[src/rtl/guitar_effect_pkg.sv]
// Shared definitions for the guitar_effect register slave and its sequencer:
// register map, bus widths and the sequencer state encoding.
package guitar_effect_pkg;

  localparam int AW = 5;
  localparam int DW = 32;

  localparam logic [AW-1:0] ADD_DISTORTION_GAIN  = 5'd1;
  localparam logic [AW-1:0] ADD_DISTORTION_BOOST = 5'd2;
  localparam logic [AW-1:0] ADD_STATUS           = 5'd3;
  localparam logic [AW-1:0] ADD_OUTPUT           = 5'd5;
  localparam logic [AW-1:0] ADD_INPUT            = 5'd6;

  typedef enum logic [2:0] {
    ST_IDLE      = 3'd0,
    ST_CFG_GAIN  = 3'd1,
    ST_CFG_BOOST = 3'd2,
    ST_WR_IN     = 3'd3,
    ST_WAIT      = 3'd4,
    ST_RD        = 3'd5,
    ST_RD_WAIT   = 3'd6
  } seq_state_t;

endpackage

[src/rtl/guitar_effect_sequencer.sv]
// Avalon-MM master that runs one guitar_effect pass per audio sample:
// optional gain/boost update, input write, processing wait, output read.
//
// state        | meaning
// IDLE         | waiting for sample_tick or cfg_req
// CFG_GAIN     | writing distortion gain
// CFG_BOOST    | writing distortion boost, cfg_ack pulses
// WR_IN        | writing latched sample to ADD_INPUT
// WAIT         | effect processing, PROC_CYCLES cycles
// RD           | read strobe on ADD_OUTPUT
// RD_WAIT      | READ_LATENCY cycles, capture readdata on the last one
module guitar_effect_sequencer
  import guitar_effect_pkg::*;
#(
  parameter int PROC_CYCLES  = 4,
  parameter int READ_LATENCY = 1,
  parameter int OVR_W        = 16
) (
  input  logic             clk,
  input  logic             reset,
  input  logic             sample_tick,
  input  logic [DW-1:0]    adc_data,
  input  logic             cfg_req,
  input  logic [DW-1:0]    cfg_gain,
  input  logic [DW-1:0]    cfg_boost,
  output logic             cfg_ack,
  output logic [DW-1:0]    dac_data,
  output logic             dac_valid,
  output logic             busy,
  output logic [OVR_W-1:0] overrun_cnt,
  output logic [AW-1:0]    avm_address,
  output logic [DW-1:0]    avm_writedata,
  output logic             avm_write,
  output logic             avm_read,
  input  logic [DW-1:0]    avm_readdata
);

  localparam logic [7:0]       PROC_LOAD  = 8'(PROC_CYCLES);
  localparam logic [7:0]       RDLAT_LOAD = 8'(READ_LATENCY);
  localparam logic [OVR_W-1:0] OVR_MAX    = '1;

  seq_state_t       state, state_nxt;
  logic [7:0]       cnt, cnt_nxt;
  logic [DW-1:0]    sample, sample_nxt;
  logic             sample_vld, sample_vld_nxt;
  logic [OVR_W-1:0] ovr_nxt;
  logic [AW-1:0]    addr_nxt;
  logic [DW-1:0]    wdata_nxt;
  logic             write_nxt, read_nxt, ack_nxt, dvalid_nxt;
  logic [DW-1:0]    dac_nxt;

  assign busy = (state != ST_IDLE);

  // Bus outputs are computed one cycle ahead so they appear registered
  // in the same cycle the FSM sits in the corresponding access state.
  always_comb begin
    state_nxt      = state;
    cnt_nxt        = cnt;
    sample_nxt     = sample;
    sample_vld_nxt = sample_vld;
    addr_nxt       = avm_address;
    wdata_nxt      = avm_writedata;
    write_nxt      = 1'b0;
    read_nxt       = 1'b0;
    ack_nxt        = 1'b0;
    dvalid_nxt     = 1'b0;
    dac_nxt        = dac_data;
    ovr_nxt        = overrun_cnt;

    if (sample_tick && (state != ST_IDLE) && (overrun_cnt != OVR_MAX))
      ovr_nxt = overrun_cnt + 1'b1;

    case (state)
      ST_IDLE: begin
        if (sample_tick) begin
          sample_nxt     = adc_data;
          sample_vld_nxt = 1'b1;
        end
        if (cfg_req) begin
          state_nxt = ST_CFG_GAIN;
          write_nxt = 1'b1;
          addr_nxt  = ADD_DISTORTION_GAIN;
          wdata_nxt = cfg_gain;
        end else if (sample_tick) begin
          state_nxt = ST_WR_IN;
          write_nxt = 1'b1;
          addr_nxt  = ADD_INPUT;
          wdata_nxt = adc_data;
        end
      end
      ST_CFG_GAIN: begin
        state_nxt = ST_CFG_BOOST;
        write_nxt = 1'b1;
        addr_nxt  = ADD_DISTORTION_BOOST;
        wdata_nxt = cfg_boost;
        ack_nxt   = 1'b1;
      end
      ST_CFG_BOOST: begin
        if (sample_vld) begin
          state_nxt = ST_WR_IN;
          write_nxt = 1'b1;
          addr_nxt  = ADD_INPUT;
          wdata_nxt = sample;
        end else begin
          state_nxt = ST_IDLE;
        end
      end
      ST_WR_IN: begin
        state_nxt      = ST_WAIT;
        cnt_nxt        = PROC_LOAD;
        sample_vld_nxt = 1'b0;
      end
      ST_WAIT: begin
        if (cnt == 8'd1) begin
          state_nxt = ST_RD;
          read_nxt  = 1'b1;
          addr_nxt  = ADD_OUTPUT;
        end else begin
          cnt_nxt = cnt - 8'd1;
        end
      end
      ST_RD: begin
        state_nxt = ST_RD_WAIT;
        cnt_nxt   = RDLAT_LOAD;
      end
      ST_RD_WAIT: begin
        if (cnt == 8'd1) begin
          state_nxt  = ST_IDLE;
          dac_nxt    = avm_readdata;
          dvalid_nxt = 1'b1;
        end else begin
          cnt_nxt = cnt - 8'd1;
        end
      end
      default: state_nxt = ST_IDLE;
    endcase
  end

  always_ff @(posedge clk) begin
    if (!reset) begin
      state         <= ST_IDLE;
      cnt           <= '0;
      sample        <= '0;
      sample_vld    <= 1'b0;
      overrun_cnt   <= '0;
      avm_address   <= '0;
      avm_writedata <= '0;
      avm_write     <= 1'b0;
      avm_read      <= 1'b0;
      cfg_ack       <= 1'b0;
      dac_valid     <= 1'b0;
      dac_data      <= '0;
    end else begin
      state         <= state_nxt;
      cnt           <= cnt_nxt;
      sample        <= sample_nxt;
      sample_vld    <= sample_vld_nxt;
      overrun_cnt   <= ovr_nxt;
      avm_address   <= addr_nxt;
      avm_writedata <= wdata_nxt;
      avm_write     <= write_nxt;
      avm_read      <= read_nxt;
      cfg_ack       <= ack_nxt;
      dac_valid     <= dvalid_nxt;
      dac_data      <= dac_nxt;
    end
  end

endmodule

[config.mk]
export PLATFORM = sky130hd
export DESIGN_NAME = guitar_effect_sequencer
export DESIGN_NICKNAME = d
export VERILOG_FILES = /design/src/rtl/guitar_effect_pkg.sv /design/src/rtl/guitar_effect_sequencer.sv
export SDC_FILE = /design/constraint.sdc
export NUM_CORES = 1
export LEC_CHECK = 0
export CORE_UTILIZATION = 30
export DETAILED_ROUTE_END_ITERATION = 8
export PLACE_DENSITY = 0.68
export SLEW_MARGIN = 10
export SYNTH_ARGS = -nofsm -noshare
export SYNTH_HDL_FRONTEND = slang
export SYNTH_SLANG_ARGS = --single-unit
export TNS_END_PERCENT = 5
[constraint.sdc]
create_clock -name clk -period 2.21 [get_ports clk]
set_clock_uncertainty 0.1 [all_clocks]
set_input_delay 0.442 -clock clk [delete_from_list [all_inputs] [get_ports clk]]
set_output_delay 0.442 -clock clk [all_outputs]
set_load 0.05 [all_outputs]
==> run summary <==
reg2reg path depth: 7
CTS resizes: 12
final WL: 20400 um
Largest stage delay, worst path: 0.85 ns
fin worst setup slack: 0.0567 ns
PortBufs: 219
clock latency on the worst-skew pair: 0.42 ns
Wirelength per Cell: 16.7 um
minimum clock period: 2.15 ns
post-synth top area cell: dfxtp_1
Async S/R FF share, synth: 0
#FFs+latches synth: 131
fraction of layout cells with a size suffix above 1: 0.116
DR pass1 iterations: 4
most frequent cell after synthesis: nand2_1
RR Endpoint: state[1]$_SDFFE_PN0P_
Antenna diodes: 0
total power: 10.4 mW
Cell Chain, Critical Path: clkdlybuf4s50_1
DRC Markers: 0
Yosys top cell area share: 0.429
hold_buf cts: 0
fin. max-slew vios: 0
register area share after synthesis: 0.429
clk buf depth: 2
RSZ-0062 raised after global routing: false
worst slack, placed: -0.0872 ns
Top FF cell, synth: dfxtp_1
Min-Delay Endpoint: avm_writedata[20]$_SDFFE_PN0P_
worst reg2reg path startpoint: cnt[1]$_SDFFE_PN0P_
CTS tree: done
sw frac: 0.382
Hold WS: 0.352 ns
PD cells: 1110 nW/um2
Filler cells: 1902
combinational power share: 0.415
YS warnings: 0
synth top area cells: dfxtp_1, nand2_1, a21oi_1, mux2_2, o221ai_1
Layout Cells excl Fill: 1225
mapped cell area: 6120 um2
Final setup viols: 0
hold path depth: 2
EDFF count, synth: 0
metal2 WL: 9810 um
die area: 21000 um2
setup TNS: 0 ns
crit-path leading delay family: buffers and inverters
routed vias: 6248
die height: 145 um
Worst setup SP type: flip-flop
vias per cell: 5.10
outcome: completed
Switching Power: 3.97 mW
core area: 19700 um2
Seq pwr share: 0.297
clock slew at reported path FFs: 0.06 ns
Syn Inst Count: 742
Synth-to-Final Area Change: 52.7%
setup bufs post-CTS: 0
met3 WL: 1250 um
CTS H-tree depth: 4
Slowest cell on crit path: clkdlybuf4s50_1
first-pass GRT wire length: 31400 um
top sig layer: met4
Cells after DPL: 1194
row count: 51
worst slew pin tran: 0.567 ns
Lkg Pwr: 3.41 nW
FF-to-FF setup slack: 0.20 ns
initial antenna violation count: 1
worst path required time: 1.67 ns
largest net degree at the start of global routing: 41
max-cap viol count: 0
internal power: 6.43 mW
crit-path max FO: 2
Placer Congestion: 0.817
vias in the first global route: 5774
root buffer cell: clkbuf_16
Die W: 145 um
dpl hpwl: 13700 um
global route overflow: 0
# IOs: 222
GRT Resource Usage Total: 0.195
Synth cell types: 54
crit path buf inv count: 1
power share of the clock group: 0.288
critical path class: reg2out
final antenna-violating net count: 0
1st-iter DRT viols: 366
arrival time of the worst setup path: 1.61 ns
Synth Area per Inst: 8.25 um2
M1 WL: 9060 um
Worst VDD drop: 0.719 mV
CTS sink count: 131
Num CTS Buffers: 17
Final Cycle Share: 0.974
endpoint class of the critical path: output pin
relative slew slack: 0.622
Hold Crit Start: avm_writedata[20]$_SDFFE_PN0P_
Starting Density: 0.310
Fin. Hold Viols: 0
Fmax: 0.464 GHz
Post-synth top cells: nand2_1, dfxtp_1, a21oi_1
fin nets: 1083
Worst Hold Class: reg2reg
## flip-flops by register name, indices dropped and copies added, names as in the netlist
| register | cells |
|---|---|
| sample | 32 |
| overrun_cnt | 16 |
| dac_data | 32 |
| avm_address | 3 |
| cnt | 8 |
| avm_writedata | 32 |
| sample_vld | 1 |
| dac_valid | 1 |
| avm_read | 1 |
| avm_write | 1 |
| state | 3 |
| cfg_ack | 1 |
## power by group through the flow
stage	combinational (mW)	clock, mW	sequential (mW)
floorplan	1.82	0	4.01
global placement	4.32	0	3.13
detailed placement	4.34	0	3.13
CTS	4.34	3.05	3.09
global route	4.61	3.17	3.15
finish	4.32	3.00	3.09
## metal layers
| metal | vias up | global-route usage |
|---|---|---|
| met5 | - | 0 |
| met4 | 0 | 0.0604 |
| met3 | 22 | 0.0494 |
| met2 | 190 | 0.316 |
| met1 | 2940 | 0.254 |
| li1 | 3096 | - |
## area by class of cell
| class | instances | area, um2 | share of cell area |
|---|---|---|---|
| timing repair buffer | 251 | 2510 | 0.269 |
| inverter | 9 | 35.0 | 0.00375 |
| clock buffer | 21 | 460 | 0.0493 |
| multi-input combinational | 538 | 3220 | 0.345 |
| sequential | 131 | 2620 | 0.281 |
| tap | 265 | 332 | 0.0355 |
| clock inverter | 10 | 156 | 0.0167 |
## through the flow
| step | utilization | cell area, um2 |
|---|---|---|
| after floorplan | - | 6120 |
| after global placement | 0.443 | 8730 |
| after detailed placement | 0.443 | 8730 |
| after CTS | 0.473 | 9330 |
| after global routing | 0.474 | 9340 |
| final | 0.474 | 9340 |
## cell usage in the layout, fill, tap and decap left out, drive strengths merged, types with 12 or more instances in the layout
cell type | Yosys | final
clkdlybuf4s50 | 0 | 199
nand2 | 186 | 186
dfxtp | 131 | 131
a21oi | 109 | 109
buf | 19 | 37
o221ai | 33 | 33
o22a | 32 | 32
mux2 | 32 | 32
clkbuf | 46 | 21
nand3 | 14 | 14
dlygate4sd2 | 0 | 12
## logic make-up (layout without fill, tap and decap cells)
| group | after synthesis | after routing | synth area share |
|---|---|---|---|
| other | 1 | 2 | 0.000613 |
| adder cells (fa/ha/maj) | 3 | 3 | 0.00614 |
| AO/OA/AOI/OAI | 225 | 225 | 0.248 |
| multiplexers | 41 | 41 | 0.0736 |
| AND/OR/NAND/NOR | 267 | 267 | 0.193 |
| flip-flops | 131 | 131 | 0.429 |
| buffers and inverters | 74 | 291 | 0.0495 |
## worst max path at each step
stage                                       start                      endpoint  slack [ns]  cells past startpoint
floorplan             overrun_cnt[0]$_SDFFE_PN0P_  overrun_cnt[10]$_SDFFE_PN0P_        0.06                      5
global placement                      sample_tick  overrun_cnt[13]$_SDFFE_PN0P_       -0.07                      6
detailed placement                    sample_tick   overrun_cnt[7]$_SDFFE_PN0P_       -0.09                      6
CTS                   overrun_cnt[4]$_SDFFE_PN0P_                overrun_cnt[4]       0.001                      1
global route        avm_writedata[6]$_SDFFE_PN0P_              avm_writedata[6]        0.01                      1
finish              avm_writedata[6]$_SDFFE_PN0P_              avm_writedata[6]        0.06                      1
## worst reg2reg max path, delay by kind of cell (launching register included)
kind	cells	cell delay, ns
compound gates	2	0.45
fa+ha+maj	1	0.17
buf+inv	2	0.32
flops	1	0.32
simple gates	2	0.55
Note: power is estimated with default switching activity, not from simulation.
